<file path="config.mk">
export PLATFORM = sky130hd
export DESIGN_NAME = action_scheduler
export DESIGN_NICKNAME = d
export VERILOG_FILES = /design/src/rtl/game_pkg.sv /design/src/rtl/action_fifo.sv /design/src/rtl/action_scheduler.sv
export SDC_FILE = /design/constraint.sdc
export NUM_CORES = 1
export LEC_CHECK = 0
export CAP_MARGIN = 40
export CELL_PAD_IN_SITES_DETAIL_PLACEMENT = 0
export CELL_PAD_IN_SITES_GLOBAL_PLACEMENT = 1
export CORE_MARGIN = 8
export CORE_UTILIZATION = 40
export CTS_CLUSTER_SIZE = 12
export DETAILED_ROUTE_END_ITERATION = 6
export GPL_TIMING_DRIVEN = 0
export MAX_ROUTING_LAYER = met4
export PLACE_DENSITY = 0.77
export SYNTH_ARGS = -nofsm -noshare
export SYNTH_HDL_FRONTEND = slang
export SYNTH_HIERARCHICAL = 1
export SYNTH_SLANG_ARGS = --single-unit
</file>
<file path="constraint.sdc">
create_clock -name frame_clk -period 2.58 [get_ports frame_clk]
set_clock_uncertainty 0.05 [all_clocks]
set_input_delay 0.258 -clock frame_clk [delete_from_list [all_inputs] [get_ports frame_clk]]
set_output_delay 0.258 -clock frame_clk [all_outputs]
set_load 0.05 [all_outputs]
</file>
<file path="src/rtl/game_pkg.sv">
// game_pkg: shared types and constants for the pet game.
// - action_t: the action codes passed from the scheduler to the game-state FSM.
// - Keycode constants: the USB keycodes the scheduler and the FSM agree on.
// - QCOUNT_W: width of the queue-occupancy bus.
package game_pkg;

  typedef enum logic [1:0] {
    ACT_NONE    = 2'd0,
    ACT_FEED    = 2'd1,
    ACT_PET     = 2'd2,
    ACT_RESTART = 2'd3
  } action_t;

  localparam logic [7:0] KEYCODE_NONE    = 8'h00;
  localparam logic [7:0] KEYCODE_FEED    = 8'h14;  // Q
  localparam logic [7:0] KEYCODE_PET     = 8'h1a;  // W
  localparam logic [7:0] KEYCODE_RESTART = 8'h16;  // S

  localparam int QCOUNT_W = 4;

endpackage

</file>
<file path="src/rtl/action_fifo.sv">
// action_fifo: synchronous QDEPTH-entry FIFO of action_t.
// Ports:
//   frame_clk, Reset : clock; asynchronous active-high reset (clears pointers/count)
//   push, din        : write din at the tail
//   pop              : remove the head entry
//   flush            : empty the queue; a same-cycle push lands as the only entry
//   head             : entry at the head (valid when !empty)
//   count            : occupancy 0..QDEPTH
//   full, empty      : occupancy flags
// Priority: flush over pop; a pop makes room for a push even when full.
module action_fifo
  import game_pkg::*;
#(
  parameter int QDEPTH = 4
) (
  input  logic                frame_clk,
  input  logic                Reset,
  input  logic                push,
  input  action_t             din,
  input  logic                pop,
  input  logic                flush,
  output action_t             head,
  output logic [QCOUNT_W-1:0] count,
  output logic                full,
  output logic                empty
);

  localparam int                PTR_W   = (QDEPTH > 1) ? $clog2(QDEPTH) : 1;
  localparam logic [QCOUNT_W-1:0] DEPTH_C = QCOUNT_W'(QDEPTH);

  action_t          mem [QDEPTH];
  logic [PTR_W-1:0] rd_ptr;
  logic [PTR_W-1:0] wr_ptr;
  logic             do_pop;
  logic             do_push;

  assign empty   = (count == '0);
  assign full    = (count == DEPTH_C);
  assign head    = mem[rd_ptr];
  assign do_pop  = pop && !empty;
  // A pop in the same cycle frees the slot the push needs.
  assign do_push = push && (!full || do_pop);

  always_ff @(posedge frame_clk or posedge Reset) begin
    if (Reset) begin
      rd_ptr <= '0;
      wr_ptr <= '0;
      count  <= '0;
    end else if (flush) begin
      rd_ptr <= '0;
      wr_ptr <= push ? PTR_W'(1) : '0;
      count  <= push ? QCOUNT_W'(1) : '0;
    end else begin
      if (do_pop)  rd_ptr <= rd_ptr + 1'b1;
      if (do_push) wr_ptr <= wr_ptr + 1'b1;
      count <= count + QCOUNT_W'(do_push) - QCOUNT_W'(do_pop);
    end
  end

  // Storage carries no reset; only pointers and count define validity.
  always_ff @(posedge frame_clk) begin
    if (flush) begin
      if (push) mem[0] <= din;
    end else if (do_push) begin
      mem[wr_ptr] <= din;
    end
  end

endmodule

</file>
<file path="src/rtl/action_scheduler.sv">
// action_scheduler: turns raw USB keycodes into single press events, queues
// them, offers them one at a time to the game FSM over valid/ack, and
// generates the frame-divided animation step tick.
// Ports:
//   frame_clk, Reset : clock; asynchronous active-high reset
//   key              : current keycode (8'h00 = no key)
//   busy             : game FSM mid-animation; no new offer while high
//   act_ack          : FSM accepts the offered action this cycle
//   act_valid        : an action is offered
//   act_code         : offered action_t (ACT_NONE when act_valid is 0)
//   step             : one-cycle animation tick every FRAMES_PER_STEP cycles
//   qcount           : queue occupancy 0..QDEPTH
//   dropped          : one-cycle pulse when a press is lost to a full queue
module action_scheduler
  import game_pkg::*;
#(
  parameter int         FRAMES_PER_STEP = 15,
  parameter int         QDEPTH          = 4,
  parameter logic [7:0] KEY_FEED        = KEYCODE_FEED,
  parameter logic [7:0] KEY_PET         = KEYCODE_PET,
  parameter logic [7:0] KEY_RESTART     = KEYCODE_RESTART
) (
  input  logic                frame_clk,
  input  logic                Reset,
  input  logic [7:0]          key,
  input  logic                busy,
  input  logic                act_ack,
  output logic                act_valid,
  output logic [1:0]          act_code,
  output logic                step,
  output logic [QCOUNT_W-1:0] qcount,
  output logic                dropped
);

  localparam logic [0:0] ST_IDLE  = 1'b0;
  localparam logic [0:0] ST_OFFER = 1'b1;

  localparam logic [7:0] STEP_LAST = 8'(FRAMES_PER_STEP - 1);

  logic [7:0]  key_prev;
  logic        key_change;
  logic        feed_press;
  logic        pet_press;
  logic        restart_press;
  logic        push_req;
  action_t     push_code;
  logic        handshake;
  logic [0:0]  state;
  logic [7:0]  div_cnt;

  action_t     fifo_head;
  logic        fifo_full;
  logic        fifo_empty;

  // Press detect: a press is the first cycle a known keycode appears.
  always_ff @(posedge frame_clk or posedge Reset) begin
    if (Reset) key_prev <= '0;
    else       key_prev <= key;
  end

  assign key_change    = (key != key_prev);
  assign feed_press    = key_change && (key == KEY_FEED);
  assign pet_press     = key_change && (key == KEY_PET);
  assign restart_press = key_change && (key == KEY_RESTART);
  assign push_req      = feed_press || pet_press || restart_press;
  assign handshake     = act_valid && act_ack;

  always_comb begin
    push_code = ACT_PET;
    if (restart_press)   push_code = ACT_RESTART;
    else if (feed_press) push_code = ACT_FEED;
  end

  // Restart drives flush; the FIFO then stores the restart as its only entry,
  // which also covers a same-cycle ack (pop is subsumed by the flush).
  action_fifo #(
    .QDEPTH (QDEPTH)
  ) u_fifo (
    .frame_clk (frame_clk),
    .Reset     (Reset),
    .push      (push_req),
    .din       (push_code),
    .pop       (handshake),
    .flush     (restart_press),
    .head      (fifo_head),
    .count     (qcount),
    .full      (fifo_full),
    .empty     (fifo_empty)
  );

  always_ff @(posedge frame_clk or posedge Reset) begin
    if (Reset) dropped <= 1'b0;
    else       dropped <= (feed_press || pet_press) && fifo_full && !handshake;
  end

  // Issue FSM: act_code is captured on entry to OFFER and held, so it stays
  // stable for the whole offer even though busy may rise meanwhile.
  always_ff @(posedge frame_clk or posedge Reset) begin
    if (Reset) begin
      state     <= ST_IDLE;
      act_valid <= 1'b0;
      act_code  <= ACT_NONE;
    end else if (restart_press) begin
      state     <= ST_IDLE;
      act_valid <= 1'b0;
      act_code  <= ACT_NONE;
    end else begin
      case (state)
        ST_IDLE: begin
          if (!fifo_empty && !busy) begin
            state     <= ST_OFFER;
            act_valid <= 1'b1;
            act_code  <= fifo_head;
          end
        end
        ST_OFFER: begin
          if (act_ack) begin
            state     <= ST_IDLE;
            act_valid <= 1'b0;
            act_code  <= ACT_NONE;
          end
        end
        default: begin
          state     <= ST_IDLE;
          act_valid <= 1'b0;
          act_code  <= ACT_NONE;
        end
      endcase
    end
  end

  // Step divider: an accepted action restarts the count so the sprite
  // sequence starts on a full step.
  always_ff @(posedge frame_clk or posedge Reset) begin
    if (Reset) begin
      div_cnt <= '0;
      step    <= 1'b0;
    end else if (handshake) begin
      div_cnt <= '0;
      step    <= 1'b0;
    end else if (div_cnt == STEP_LAST) begin
      div_cnt <= '0;
      step    <= 1'b1;
    end else begin
      div_cnt <= div_cnt + 8'd1;
      step    <= 1'b0;
    end
  end

endmodule

</file>
==> impl_metrics.py <==
metrics = {
    "drt": {
        "detail_route.vias_per_cell": 5.22,
        "drt.antenna.violating_nets": 0,
        "avgRoutedWirePerCell_um": 15.5,
        "route.vias.total": 1341,
        "drt_iter0_drc": 51,
        "drt-pass1-iter-count": 4,
        "remaining_drc_errors": 0,
        "postRouteWirelength_um": 3980,
    },
    "sta": {
        "finalMaxSlewViolations": 0,
        "finalSetupViolCount": 0,
        "setup_slack_ps": 42.8,
        "rsz0062_at_grt": "true",
        "worst_slew_margin_rel": 0.657,
        "worst_slew_pin_slew_ps": 513,
        "period_minus_slack_ps": 2540,
        "timing.final.hold_violations": 0,
        "worst_hold_slack_ps": 119,
        "fmaxAchievable_mhz": 394,
        "min_period_over_period": 0.983,
    },
    "power_and_ir_drop": {
        "netSwitchingPower_w": 0.000877,
        "p_sw_frac": 0.380,
        "vdd_drop_max_v": 0.000420,
        "combinational_group_share_of_total_power": 0.411,
        "cell_internal_pwr_w": 0.00143,
        "leakage_nw": 1.04,
        "power_frac_clock": 0.218,
        "p_seq_frac": 0.371,
        "power-per-cell-area_mw_per_mm2": 975,
    },
    "critical_path": {
        "ff2ff_setup_slack_ps": 80,
        "critPathRequiredTime_ps": 2710,
        "crit-reg2reg-launch": "key_prev[0]",
        "worst-path-buf-inv": 2,
        "slowest_delay_ps": 530,
        "cp_top_family": "simple AND/OR/NAND/NOR gates",
        "timing_worst_setup_path_type": "in -> reg",
        "crit_path_max_fanout": 6,
        "start_kind": "input port",
        "worst-endpoint-arrival_ps": 2670,
        "end_kind": "flop",
        "worstPathCellList": "dlygate4sd2_1, nand2b_1, or4_4, a21oi_4, a21boi_2, buf_6, nand2_1, mux2i_1, ha_2, fa_1, nor2b_1",
        "r2r_cells": 10,
        "slowest_stage": "or4_4",
        "crit-reg2reg-capture": "u_fifo/count[3]",
    },
    "hold_path": {
        "worst_hold_startpoint": "key[2]",
        "whs_path_depth": 1,
        "worst_hold_path_type": "in -> reg",
        "hold_end": "key_prev[2]",
    },
    "outcome": {
        "outcome": "finished clean",
    },
    "clocking": {
        "postCtsHoldBufs": 0,
        "clock_slew_seen_by_the_registers_of_the_worst_setup_and_hold_paths_ps": 80,
        "clkSinkCount": 38,
        "max-clock-path-buffers": 2,
        "cts-buffers-inserted": 5,
        "cts-htree-levels": 2,
        "worstSkewPairLatency_ps": 290,
        "cts_tree": "yes",
        "clockRootBuffer": "clkbuf_8",
    },
    "logic_synthesis": {
        "synth_compound_area_frac": 0.0703,
        "synth_top_area_frac": 0.402,
        "yosys.area_share.xor_xnor": 0.0703,
        "synth_fp_nets": 187,
        "netlist_instances": 167,
        "synth.ff_latch_count": 38,
        "synth_top_family_by_area": "simple AND/OR/NAND/NOR gates",
        "seq_area_frac_synth": 0.530,
        "adder_cell_area_share_of_the_yosys_netlist": 0.0576,
        "syn-mean-instance-area_um2": 11.2,
        "synth-edff-count": 8,
        "post_synth_most_frequent_cells": "30 x dfrtp_1, 17 x nor2_1, 14 x nand2_1, 13 x xor2_1, 11 x inv_1",
        "synthMuxAreaShare": 0.0409,
        "simple_gate_share_of_the_synthesized_area": 0.199,
        "most_area_hungry_cell_type_in_the_yosys_netlist": "dfrtp_1",
        "synthArstFlopShare": 0.789,
        "netlist-cell-type-count": 41,
        "ys.warnings.count": 6,
        "ys_top_cells_by_area": "dfrtp_1 40%, edfxtp_1 13%, xor2_1 6.1%, ha_1 4.7%, nor2_1 3.4%",
        "syn-cell-area_mm2": 0.00187,
        "synth_ff_type": "dfrtp_1",
        "yosys.cell_count.top_type": "dfrtp_1",
    },
    "placed_design": {
        "gp_congestion": 0.782,
        "post_dp_hpwl_um": 2890,
        "buffer_ports.inserted": 20,
        "detailedPlace.worstSlack_ps": -638,
    },
    "floorplanning": {
        "placementRows": 25,
        "chipHeight_um": 84.3,
        "dieArea_mm2": 0.00711,
        "io_pins": 21,
        "floorplan.core_area_mm2": 0.00460,
        "fp.dieW_um": 84.3,
        "initial_utilization": 0.406,
    },
    "job": {
        "maxCapViolations": 0,
    },
    "layout": {
        "final_layout_size_suffix_gt1_frac": 0.167,
        "final_net_count": 222,
        "syn2layout_area_growth_pct": 26.7,
        "fill_cells": 393,
        "insertedDiodeCount": 0,
    },
    "grt": {
        "grt_first_pass_wirelength_um": 6730,
        "number_of_antenna_violations_at_the_first_check_in_global_routing": 0,
        "global_route.usage.total": 0.122,
        "first_global_vias": 1419,
        "globalRouteOverflowTotal": 0,
        "grt_start_max_net_pins": 14,
    },
}
==> placed cells by master, fill, tap and decap left out, types with 4 or more instances in the layout <==
cell | Yosys | layout
nand3_1 | 4 | 4
nand2_1 | 14 | 14
nand2b_1 | 6 | 6
a21oi_1 | 8 | 6
clkdlybuf4s50_1 | 0 | 13
o21ai_0 | 6 | 6
nor3_1 | 4 | 4
buf_4 | 1 | 8
edfxtp_1 | 8 | 8
dfrtp_1 | 30 | 30
clkbuf_8 | 0 | 5
dlygate4sd2_1 | 0 | 5
inv_1 | 11 | 11
ha_1 | 7 | 6
nor2_1 | 17 | 17
xor2_1 | 13 | 13
==> worst max path at each step <==
stage | startpoint | to | slack [ps] | depth (start not counted)
after detailed placement | key[1] | u_fifo/count[3] | -640 | 11
after CTS | key_prev[5] | u_fifo/count[2] | 4 | 9
after global routing | key[5] | u_fifo/count[1] | -40 | 11
final | key[5] | u_fifo/count[1] | 40 | 11
after floorplan | key_prev[5] | u_fifo/count[3] | 110 | 10
after global placement | key[1] | u_fifo/count[3] | -570 | 11
==> worst reg2reg max path, stage by stage, from the launching register on <==
cell	delay (ps)
dfrtp_1	390
xor2_1	190
nor4_4	340
a21oi_4	110
a21boi_2	170
buf_6	140
or2_2	320
ha_1	210
a21oi_2	180
a21oi_1	90
a31o_2	210
==> power groups by stage <==
stage	sequential (W)	clock, W	combinational [W]
floorplan	0.00102	0	0.000460
global placement	0.000858	0	0.000853
detailed placement	0.000865	0	0.000892
CTS	0.000855	0.000519	0.000929
global route	0.000877	0.000546	0.00105
finish	0.000855	0.000503	0.000949
==> cell type report <==
type | instances | area, µm² | share of cell area
buffer | 3 | 23.8 | 0.0100
clock buffer | 5 | 68.8 | 0.0291
clock inverter | 3 | 45.0 | 0.0190
inverter | 11 | 41.3 | 0.0175
multi-input combinational | 115 | 862 | 0.364
sequential | 38 | 991 | 0.419
tap | 54 | 67.6 | 0.0286
timing repair buffer | 28 | 267 | 0.113
==> state kept, by name, indices dropped and copies added (netlist names), 2 cells and up <==
name	cells
act_code	2
div_cnt	8
key_prev	8
u_fifo/count	4
u_fifo/mem	8
u_fifo/rd_ptr	2
u_fifo/wr_ptr	2
==> what timing repair did <==
action	4_1_cts	5_1_grt
endpoints found under the setup margin	9	5
resized for setup	15	3
pin swaps	4	4
buffers inserted	3	4
hold endpoints to repair	0	0
==> per-layer routing <==
metal / GRT usage / part of all wire / wire (µm)
met5: - / 0 / 0
met4: 0.0602 / 0.018 / 70
met3: 0.0310 / 0.035 / 140
met1: 0.134 / 0.43 / 1710
met2: 0.203 / 0.52 / 2060
==> metrics by stage <==
step	util	std cells	total power, W	area (µm²)	setup TNS [ps]
after floorplan	-	167	0.00148	1870	0
after global placement	0.464	241	0.00171	2140	-4140
after detailed placement	0.468	242	0.00176	2150	-5240
after CTS	0.506	253	0.00230	2330	0
after global routing	0.515	257	0.00247	2370	-53.4
final	0.515	257	0.00231	2370	0
==> logic make-up (layout without fill, tap and decap cells) <==
| group | count (synthesis) | in the layout |
|---|---|---|
| fa+ha+maj | 8 | 8 |
| mux | 5 | 5 |
| simple gates | 68 | 68 |
| xor+xnor | 15 | 15 |
| compound gates | 19 | 19 |
| flops | 38 | 38 |
| buf+inv | 14 | 50 |
(Power assumes the default switching activity.)
